File: config.mk
export PLATFORM = sky130hd
export DESIGN_NAME = rs232_rx
export DESIGN_NICKNAME = d
export VERILOG_FILES = /design/src/rtl/rs232_rx_pkg.sv /design/src/rtl/rs232_sync.sv /design/src/rtl/rs232_rx.sv
export SDC_FILE = /design/constraint.sdc
export NUM_CORES = 1
export LEC_CHECK = 0
export CAP_MARGIN = 0
export CELL_PAD_IN_SITES_DETAIL_PLACEMENT = 0
export CELL_PAD_IN_SITES_GLOBAL_PLACEMENT = 1
export CORE_MARGIN = 5
export CORE_UTILIZATION = 46
export CTS_CLUSTER_SIZE = 12
export DETAILED_ROUTE_END_ITERATION = 7
export GPL_ROUTABILITY_DRIVEN = 0
export PLACE_DENSITY = 0.86
export SLEW_MARGIN = 15
export SYNTH_ARGS = -nofsm -noshare
export SYNTH_HDL_FRONTEND = slang
export SYNTH_HIERARCHICAL = 1
export SYNTH_SLANG_ARGS = --single-unit
File: constraint.sdc
create_clock -name clk -period 2.5 [get_ports clk]
set_input_delay 0.5 -clock clk [delete_from_list [all_inputs] [get_ports clk]]
set_output_delay 0.5 -clock clk [all_outputs]
set_load 0.01 [all_outputs]
File: src/rtl/rs232_rx_pkg.sv
// Shared definitions for the RS-232 receive path: FSM state encoding,
// default line settings and the bit-period helper.
package rs232_rx_pkg;

  localparam int unsigned DEF_CLK_FREQ = 32'd50_000_000;
  localparam int unsigned DEF_BAUD     = 32'd115_200;
  localparam int unsigned DATA_BITS    = 32'd8;

  // Encoding is shared with the transmit side, so values are pinned.
  typedef enum logic [1:0] {
    ST_IDLE  = 2'd0,
    ST_START = 2'd1,
    ST_DATA  = 2'd2,
    ST_STOP  = 2'd3
  } rx_state_e;

  function automatic int unsigned clks_per_bit(input int unsigned clk_freq,
                                               input int unsigned baud);
    return clk_freq / baud;
  endfunction

endpackage

File: src/rtl/rs232_sync.sv
// Two-flop synchronizer for an asynchronous serial line; resets to the
// idle (high) level so no false start edge appears after reset.
module rs232_sync (
  input  logic clk,
  input  logic rst_n,
  input  logic async_in,
  output logic sync_out
);

  logic meta_r;
  logic sync_r;

  // Two-stage resynchronisation into the clk domain
  always_ff @(posedge clk or negedge rst_n) begin
    if (!rst_n) begin
      meta_r <= 1'b1;
      sync_r <= 1'b1;
    end else begin
      meta_r <= async_in;
      sync_r <= meta_r;
    end
  end

  assign sync_out = sync_r;

endmodule

File: src/rtl/rs232_rx.sv
// 8N1 UART receiver, LSB first: mid-bit sampling from a falling start edge,
// one-cycle valid / framing-error strobes, no buffering.
module rs232_rx
  import rs232_rx_pkg::*;
#(
  parameter int unsigned CLK_FREQ = DEF_CLK_FREQ,
  parameter int unsigned BAUD     = DEF_BAUD
) (
  input  logic       clk,
  input  logic       rst_n,
  input  logic       rx,
  output logic [7:0] rx_data,
  output logic       rx_valid,
  output logic       frame_err,
  output logic       busy
);

  localparam int unsigned CLKS_PER_BIT = clks_per_bit(CLK_FREQ, BAUD);
  localparam int unsigned HALF_BIT     = CLKS_PER_BIT / 32'd2;
  localparam int unsigned CNT_W        = $clog2(CLKS_PER_BIT);

  localparam logic [CNT_W-1:0] CNT_ZERO     = CNT_W'(0);
  localparam logic [CNT_W-1:0] CNT_ONE      = CNT_W'(1);
  localparam logic [CNT_W-1:0] CNT_BIT_LAST = CNT_W'(CLKS_PER_BIT - 32'd1);
  localparam logic [CNT_W-1:0] CNT_HALF_LAST = CNT_W'(HALF_BIT - 32'd1);
  localparam logic [2:0]       IDX_LAST     = 3'(DATA_BITS - 32'd1);

  logic             rx_s;
  logic             rx_q_r;
  logic             fall_s;

  rx_state_e        state_r;
  rx_state_e        state_nx_s;
  logic [CNT_W-1:0] cnt_r;
  logic [CNT_W-1:0] cnt_nx_s;
  logic [2:0]       bit_idx_r;
  logic [2:0]       bit_idx_nx_s;
  logic [7:0]       shift_r;
  logic [7:0]       shift_nx_s;
  logic [7:0]       rx_data_r;
  logic [7:0]       data_nx_s;
  logic             valid_nx_s;
  logic             err_nx_s;
  logic             rx_valid_r;
  logic             frame_err_r;
  logic             busy_r;

  rs232_sync u_sync (
    .clk      (clk),
    .rst_n    (rst_n),
    .async_in (rx),
    .sync_out (rx_s)
  );

  // History flop on the synchronized line for start-edge detection
  always_ff @(posedge clk or negedge rst_n) begin
    if (!rst_n) begin
      rx_q_r <= 1'b1;
    end else begin
      rx_q_r <= rx_s;
    end
  end

  // Only a high-to-low transition starts a frame; a held-low break does not.
  assign fall_s = rx_q_r & ~rx_s;

  // Next-state, counters, shift register and strobe decode
  always_comb begin
    state_nx_s   = state_r;
    cnt_nx_s     = cnt_r;
    bit_idx_nx_s = bit_idx_r;
    shift_nx_s   = shift_r;
    data_nx_s    = rx_data_r;
    valid_nx_s   = 1'b0;
    err_nx_s     = 1'b0;
    case (state_r)
      ST_IDLE: begin
        if (fall_s) begin
          cnt_nx_s   = CNT_ZERO;
          state_nx_s = ST_START;
        end else begin
          state_nx_s = ST_IDLE;
        end
      end
      ST_START: begin
        if (cnt_r == CNT_HALF_LAST) begin
          cnt_nx_s = CNT_ZERO;
          if (!rx_s) begin
            bit_idx_nx_s = 3'd0;
            state_nx_s   = ST_DATA;
          end else begin
            state_nx_s   = ST_IDLE;
          end
        end else begin
          cnt_nx_s = cnt_r + CNT_ONE;
        end
      end
      ST_DATA: begin
        if (cnt_r == CNT_BIT_LAST) begin
          cnt_nx_s   = CNT_ZERO;
          shift_nx_s = {rx_s, shift_r[7:1]};
          if (bit_idx_r == IDX_LAST) begin
            state_nx_s = ST_STOP;
          end else begin
            bit_idx_nx_s = bit_idx_r + 3'd1;
          end
        end else begin
          cnt_nx_s = cnt_r + CNT_ONE;
        end
      end
      ST_STOP: begin
        // Leave at mid-stop-bit so a zero-gap next start edge is caught.
        if (cnt_r == CNT_BIT_LAST) begin
          cnt_nx_s   = CNT_ZERO;
          state_nx_s = ST_IDLE;
          if (rx_s) begin
            data_nx_s  = shift_r;
            valid_nx_s = 1'b1;
          end else begin
            err_nx_s   = 1'b1;
          end
        end else begin
          cnt_nx_s = cnt_r + CNT_ONE;
        end
      end
      default: begin
        cnt_nx_s   = CNT_ZERO;
        state_nx_s = ST_IDLE;
      end
    endcase
  end

  // FSM state, baud counter, bit index and shift register
  always_ff @(posedge clk or negedge rst_n) begin
    if (!rst_n) begin
      state_r   <= ST_IDLE;
      cnt_r     <= CNT_ZERO;
      bit_idx_r <= 3'd0;
      shift_r   <= 8'h00;
    end else begin
      state_r   <= state_nx_s;
      cnt_r     <= cnt_nx_s;
      bit_idx_r <= bit_idx_nx_s;
      shift_r   <= shift_nx_s;
    end
  end

  // Registered outputs; busy tracks the state being entered this edge
  always_ff @(posedge clk or negedge rst_n) begin
    if (!rst_n) begin
      rx_data_r   <= 8'h00;
      rx_valid_r  <= 1'b0;
      frame_err_r <= 1'b0;
      busy_r      <= 1'b0;
    end else begin
      rx_data_r   <= data_nx_s;
      rx_valid_r  <= valid_nx_s;
      frame_err_r <= err_nx_s;
      busy_r      <= (state_nx_s != ST_IDLE);
    end
  end

  assign rx_data   = rx_data_r;
  assign rx_valid  = rx_valid_r;
  assign frame_err = frame_err_r;
  assign busy      = busy_r;

endmodule

==> results of run 1 <==
sequential cells by signal, summed over array words and instances (netlist names):
| name | count |
|---|---|
| rx_valid | 1 |
| shift_r | 8 |
| cnt_r | 9 |
| busy | 1 |
| bit_idx_r | 3 |
| frame_err | 1 |
| u_sync/meta_r | 1 |
| rx_q_r | 1 |
| rx_data | 8 |
| u_sync/sync_out | 1 |
| state_r | 2 |
synth_stat cells (2+ instances only):
cell	count	area share (%)
o21ai_0	3	0.87
mux2i_1	3	1.7
nor3_1	3	0.87
nand2_1	21	4.6
dfrtp_1	33	48
a21oi_1	2	0.58
buf_2	2	0.58
mux2_2	9	5.9
nor3b_1	2	0.87
nor2b_1	2	0.73
and4_2	2	1.2
inv_1	7	1.5
dfstp_2	3	4.6
nor4b_4	2	2.8
o21a_1	3	1.3
o22ai_1	5	1.8
mux2_4	8	7.0
ha_1	5	3.6
nand2b_1	2	0.73
nand3_1	7	2.0
nor2_1	3	0.65
stage by stage:
stage | hold slack (ns) | utilization [%] | setup slack (ns)
3_3_place_gp | 0.3457 | 52.00 | 0.5236
5_1_grt | 0.3657 | 55.06 | 0.2908
6_report | 0.3570 | 55.06 | 0.4263
4_1_cts | 0.3586 | 55.06 | 0.4272
3_5_place_dp | 0.3481 | 52.00 | 0.4383
2_1_floorplan | 0.2044 | - | 0.6825
report_power, final:
| group | leakage [nW] | internal [W] | switching, W |
|---|---|---|---|
| Sequential | 0.475 | 0.000637 | 0.0000976 |
| Combinational | 0.432 | 0.000128 | 0.000122 |
| Clock | 0.0541 | 0.000295 | 0.000204 |
| Total | 0.961 | 0.00106 | 0.000424 |
layer usage:
layer / GRT usage [%] / up-vias / share of wire [%]
met3: 4.688 / 8 / 5.9
met4: 7.098 / 0 / 2.7
met2: 20.71 / 29 / 48
li1: - / 536 / -
met1: 14.91 / 533 / 43
met5: 0 / - / 0
worst reg2reg max path, stage by stage, from the launching register on:
cell,delay [ns]
dfrtp_1,0.43
inv_1,0.10
ha_1,0.14
nor4b_4,0.29
nand4_2,0.19
or2_1,0.44
mux2_4,0.37
how the worst max path moves through the flow:
stage / slack (ns) / endpoint / startpoint
floorplan: 0.68 / rx_data[0] / cnt_r[1]
global placement: 0.52 / rx_data[0] / cnt_r[1]
detailed placement: 0.44 / rx_data[5] / cnt_r[1]
CTS: 0.43 / rx_data[1] / cnt_r[1]
global route: 0.29 / rx_data[1] / cnt_r[1]
finish: 0.43 / rx_data[5] / cnt_r[1]
cell families (layout without fill, tap and decap cells):
group / count (synthesis) / after routing / share of synthesized area [%]
compound gates: 19 / 19 / 7.709
xor+xnor: 2 / 2 / 1.018
fa+ha+maj: 5 / 5 / 3.636
mux: 20 / 20 / 14.62
buf+inv: 11 / 29 / 3.200
flops: 36 / 36 / 52.58
simple gates: 50 / 50 / 17.24
final cells by class:
cell class	instances	area [um^2]
Fill cell	323	1633
Sequential cell	36	904.6
Multi-Input combinational cell	96	760.7
Timing Repair Buffer	14	137.6
Clock buffer	5	68.82
Tap cell	48	60.06
Clock inverter	3	42.54
Inverter	7	26.28
==> out/metrics.yaml, run 1 <==
overall_global_routing_resource_usage_pct: 12.91
criticalPathCategory: "reg -> reg"
antenna_cells_inserted: 0
setup_viol: 0
htree_levels: 2
synthToLayoutAreaGrowth_pct: 16.29
start_util_pct: 47.35
drt-total-wl_um: 2896
cp.buffers_inverters: 1
die_area_um2: 5063
hold_worst_path_end: "u_sync/sync_out"
setup_repair_after_global_routing_missed_its_margin: "no"
synthCells: 143
grt_pass1_wl_um: 5092
synthArstFlopShare_pct: 100.0
cp_cell_sequence: "inv_1, ha_1, nor4b_4, nand4_2, or2_1, mux2_4"
clock_slew_at_reported_path_ffs_ns: 0.07
regToRegStartpoint: "cnt_r[1]"
place.detailed.hpwl_um: 2056
final_cell_mix: "dfrtp_1 (33), nand2_1 (21), clkdlybuf4s50_1 (13), mux2_2 (9), mux2_4 (8)"
antenna_found_initial: 0
leakage_nw: 0.9609
drt_pass1_iterations: 4
synth_enable_flop_cells: 0
site_rows: 22
cts_num_sinks: 36
remaining_drc_errors: 0
fmaxAchievable_ghz: 0.4822
post_synth_num_cell_types: 37
vias: 1106
yosysWarnings: 6
cts_post_setup_buffers_inserted: 0
timing.final.hold_violations: 0
arrival_ns: 2.25
initialDrtViolationCount: 29
worst_slew_pin_slew_ns: 0.7138
clock-root-buffer: "clkbuf_8"
most_common_library_cell_in_the_layout_ignoring_fill_and_taps: "dfrtp_1"
synth_seq_area_share_pct: 52.58
placed_cell_area_um2: 1889
instance_count_on_the_critical_path: 6
hold-path-cell-count: 0
clock_latency_ns: 0.29
crit_path_start_kind: "register"
outcome: "finished clean"
port-buffer-count: 13
finClkSkew_ns: 0.005038
ir_drop_mv: 0.3184
post_synth.cell_area_avg_um2: 12.03
worst_setup_path_end_kind: "register"
worst-r2r-cell-count: 6
fin_setup_tns_ns: 0
grt_pass1_vias: 1142
timing.final.crit_share_pct: 82.95
totalPowerFinal_w: 0.001483
top_level_ports: 14
synth.net_count: 151
maxCapViolations: 0
floorplan.die.width_um: 71.16
die_y_extent_um: 71.16
grt_max_degree: 37
avgViaCountPerCell: 5.292
post_drt_wl_per_cell_um: 13.86
synthesis.area_um2: 1720
post_cts_resize_count: 0
placed_cells: 201
tritoncts_clock_tree: "built"
post_route_cells_drive_above_1_share_pct: 22.98
power_density_nw_per_um2: 741.0
hold_path.startpoint: "u_sync/meta_r"
slowest_stage: "or2_1"
synth_seq_cells: 36
cts_max_path_buffers: 2
postCtsHoldBufs: 0
path_max_fanout: 9
slowest_delay_ns: 0.44
timing.final.max_slew_violations: 0
r2r-end: "rx_data[5]"
ys_dominant_reg_cell: "dfrtp_1"
post_layout_nonfiller_instances: 209
final_area_um2: 2001
max_slew_margin_pct: 52.33
core-area_um2: 3633
postRouteAntennaNets: 0
critical-path-top-delay-family: "simple AND/OR/NAND/NOR gates"
period_needed_ns: 2.074
timing.reg2reg.setup_slack_ns: 0.43
worstHoldPathType: "reg -> reg"
grt_overflow: 0
total_cts_buffers: 5
final_net_count: 168
timing.critical_path.required_ns: 2.67
(Power assumes the default switching activity.)
==> run 2, diff against run 1 <==
- CORE_UTILIZATION: 46 -> 41
- PLACE_DENSITY: 0.86 -> 0.81
- clock period: 2.5 -> 1.67 ns (I/O delays scaled with it)
==> out/metrics.yaml, run 2 (synthesis gave the netlist of run 1 again) <==
site_rows: 23  # +4.5%
hold_worst_path_end: "u_sync/sync_out"
postRouteAntennaNets: 0  # unchanged
timing.final.max_slew_violations: 0  # unchanged
r2r-end: "shift_r[7]"
path_max_fanout: 4  # -5
floorplan.die.width_um: 74.78  # +5.1%
arrival_ns: 1.91  # -0.34 ns
top_level_ports: 14  # unchanged
post_route_cells_drive_above_1_share_pct: 39.36  # +16 points
fmaxAchievable_ghz: 0.5757  # +19%
finish.utilization_pct: 57.02  # +2.0 points
worst_setup_path_end_kind: "register"
regToRegStartpoint: "cnt_r[1]"
overall_global_routing_resource_usage_pct: 15.03  # +2.1 points
clock-root-buffer: "clkbuf_8"
setup_viol: 16  # +16
grt_pass1_vias: 1360  # +19%
tritoncts_clock_tree: "built"
leakage_nw: 1.118  # +16%
maxCapViolations: 0  # unchanged
finClkSkew_ns: 0.004241  # -0.0007970 ns
antenna_found_initial: 0  # unchanged
layout_setup_ws_ns: -0.06711  # -0.4934 ns
worstHoldPathType: "reg -> reg"
clock_slew_at_reported_path_ffs_ns: 0.07  # about the same
grt_max_degree: 37  # unchanged
grt_overflow: 0  # unchanged
htree_levels: 2  # unchanged
worst_slew_pin_slew_ns: 0.3120  # -0.4017 ns
criticalPathCategory: "reg -> reg"
crit_path_start_kind: "register"
grt_pass1_wl_um: 6210  # +22%
start_util_pct: 42.70  # -4.6 points
die_area_um2: 5591  # +10%
final_net_count: 195  # +16%
cts_num_sinks: 36  # unchanged
period_needed_ns: 1.737  # -0.3366 ns
max_slew_margin_pct: 79.20  # +27 points
fillCellCount: 341  # +5.6%
totalPowerFinal_w: 0.002535  # +71%
hold_path.startpoint: "u_sync/meta_r"
hold-path-cell-count: 0  # unchanged
outcome: "complete, but fails checks"
antenna_cells_inserted: 0  # unchanged
setup_repair_after_global_routing_missed_its_margin: "yes"
failed_checks: "setup timing"
largest_reg_flops: 9  # unchanged
vias: 1239  # +12%
final_cell_mix: "dfrtp_1 (32), buf_4 (25), nand2_1 (20), mux2_4 (14), clkdlybuf4s50_1 (13)"
initialDrtViolationCount: 97  # +230%
cts_max_path_buffers: 2  # unchanged
timing.reg2reg.setup_slack_ns: -0.07  # -0.49 ns
post_drt_wl_per_cell_um: 15.04  # +8.5%
register_ranked_first_by_flip_flop_count: "cnt_r"
place.detailed.hpwl_um: 2465  # +20%
total_cts_buffers: 5  # unchanged
most_common_library_cell_in_the_layout_ignoring_fill_and_taps: "dfrtp_1"
timing.final.hold_violations: 0  # unchanged
drt_pass1_iterations: 4  # unchanged
clock_latency_ns: 0.29  # about the same
ir_drop_mv: 0.7472  # +130%
synthToLayoutAreaGrowth_pct: 33.53
timing.critical_path.required_ns: 1.85  # -0.82 ns
power_density_nw_per_um2: 1103  # +49%
die_y_extent_um: 74.78  # +5.1%
timing.final.crit_share_pct: 104.0  # +21 points
core-area_um2: 4029  # +11%
avgViaCountPerCell: 5.206  # -1.6%
drt-total-wl_um: 3579  # +24%
worst-r2r-cell-count: 6  # unchanged
port-buffer-count: 13  # unchanged
remaining_drc_errors: 0  # unchanged
[run 2: where the power goes]
part           leakage (nW)  switching (W)  internal, W
logic                 0.589       0.000336     0.000404
registers             0.474      0.0000903     0.000956
clock network        0.0552       0.000305     0.000443
[run 2: stage by stage]
| stage | hold WS, ns | setup WS (ns) | area, um^2 | std cells | setup TNS [ns] |
|---|---|---|---|---|---|
| floorplan | 0.03841 | -0.1418 | 1724 | 143 | -1.528 |
| global placement | 0.3485 | -0.1531 | 2077 | 226 | -2.245 |
| detailed placement | 0.3491 | -0.1997 | 2077 | 226 | -3.370 |
| CTS | 0.3598 | -0.07494 | 2266 | 238 | -0.9460 |
| global route | 0.3654 | -0.1276 | 2297 | 238 | -2.083 |
| finish | 0.3577 | -0.06711 | 2297 | 238 | -0.6333 |
[run 2: worst max-delay path by stage]
stage / startpoint / cells past startpoint / endpoint / slack [ns]
finish: cnt_r[1] / 6 / shift_r[7] / -0.07
global route: cnt_r[1] / 6 / shift_r[7] / -0.13
CTS: cnt_r[1] / 6 / shift_r[7] / -0.07
detailed placement: cnt_r[1] / 6 / rx_data[7] / -0.20
global placement: cnt_r[1] / 6 / rx_data[1] / -0.15
floorplan: cnt_r[1] / 7 / rx_data[0] / -0.14
[run 2: what timing repair did]
item / 4_1_cts / 5_1_grt
buffers inserted: 2 / 0
pin swaps: 2 / 3
hold buffers: 0 / 0
resized for setup: 15 / 9
endpoints found under the setup margin: 20 / 29
gates cloned: 2 / 0
[run 2: cell type report]
type	instances	area, um^2	area share, %
Inverter	7	26.28	1.144
Sequential cell	36	905.9	39.43
Timing Repair Buffer	39	337.8	14.71
Clock inverter	2	35.03	1.525
Tap cell	50	62.56	2.723
Clock buffer	6	72.57	3.159
Multi-Input combinational cell	98	857.1	37.31
[run 2: layer usage]
| metal | global-route usage, % | vias up | part of all wire, % |
|---|---|---|---|
| li1 | - | 594 | - |
| met2 | 25.95 | 23 | 52 |
| met4 | 7.708 | 0 | 2.1 |
| met1 | 17.32 | 615 | 42 |
| met3 | 3.605 | 7 | 4.2 |
| met5 | 0 | - | 0 |
[run 2: worst max-delay path: stages (launching register included)]
cell     delay (ns)
dfrtp_1        0.39
inv_2          0.08
ha_4           0.12
nor4b_4        0.21
buf_4          0.18
and4b_2        0.30
mux2_2         0.35
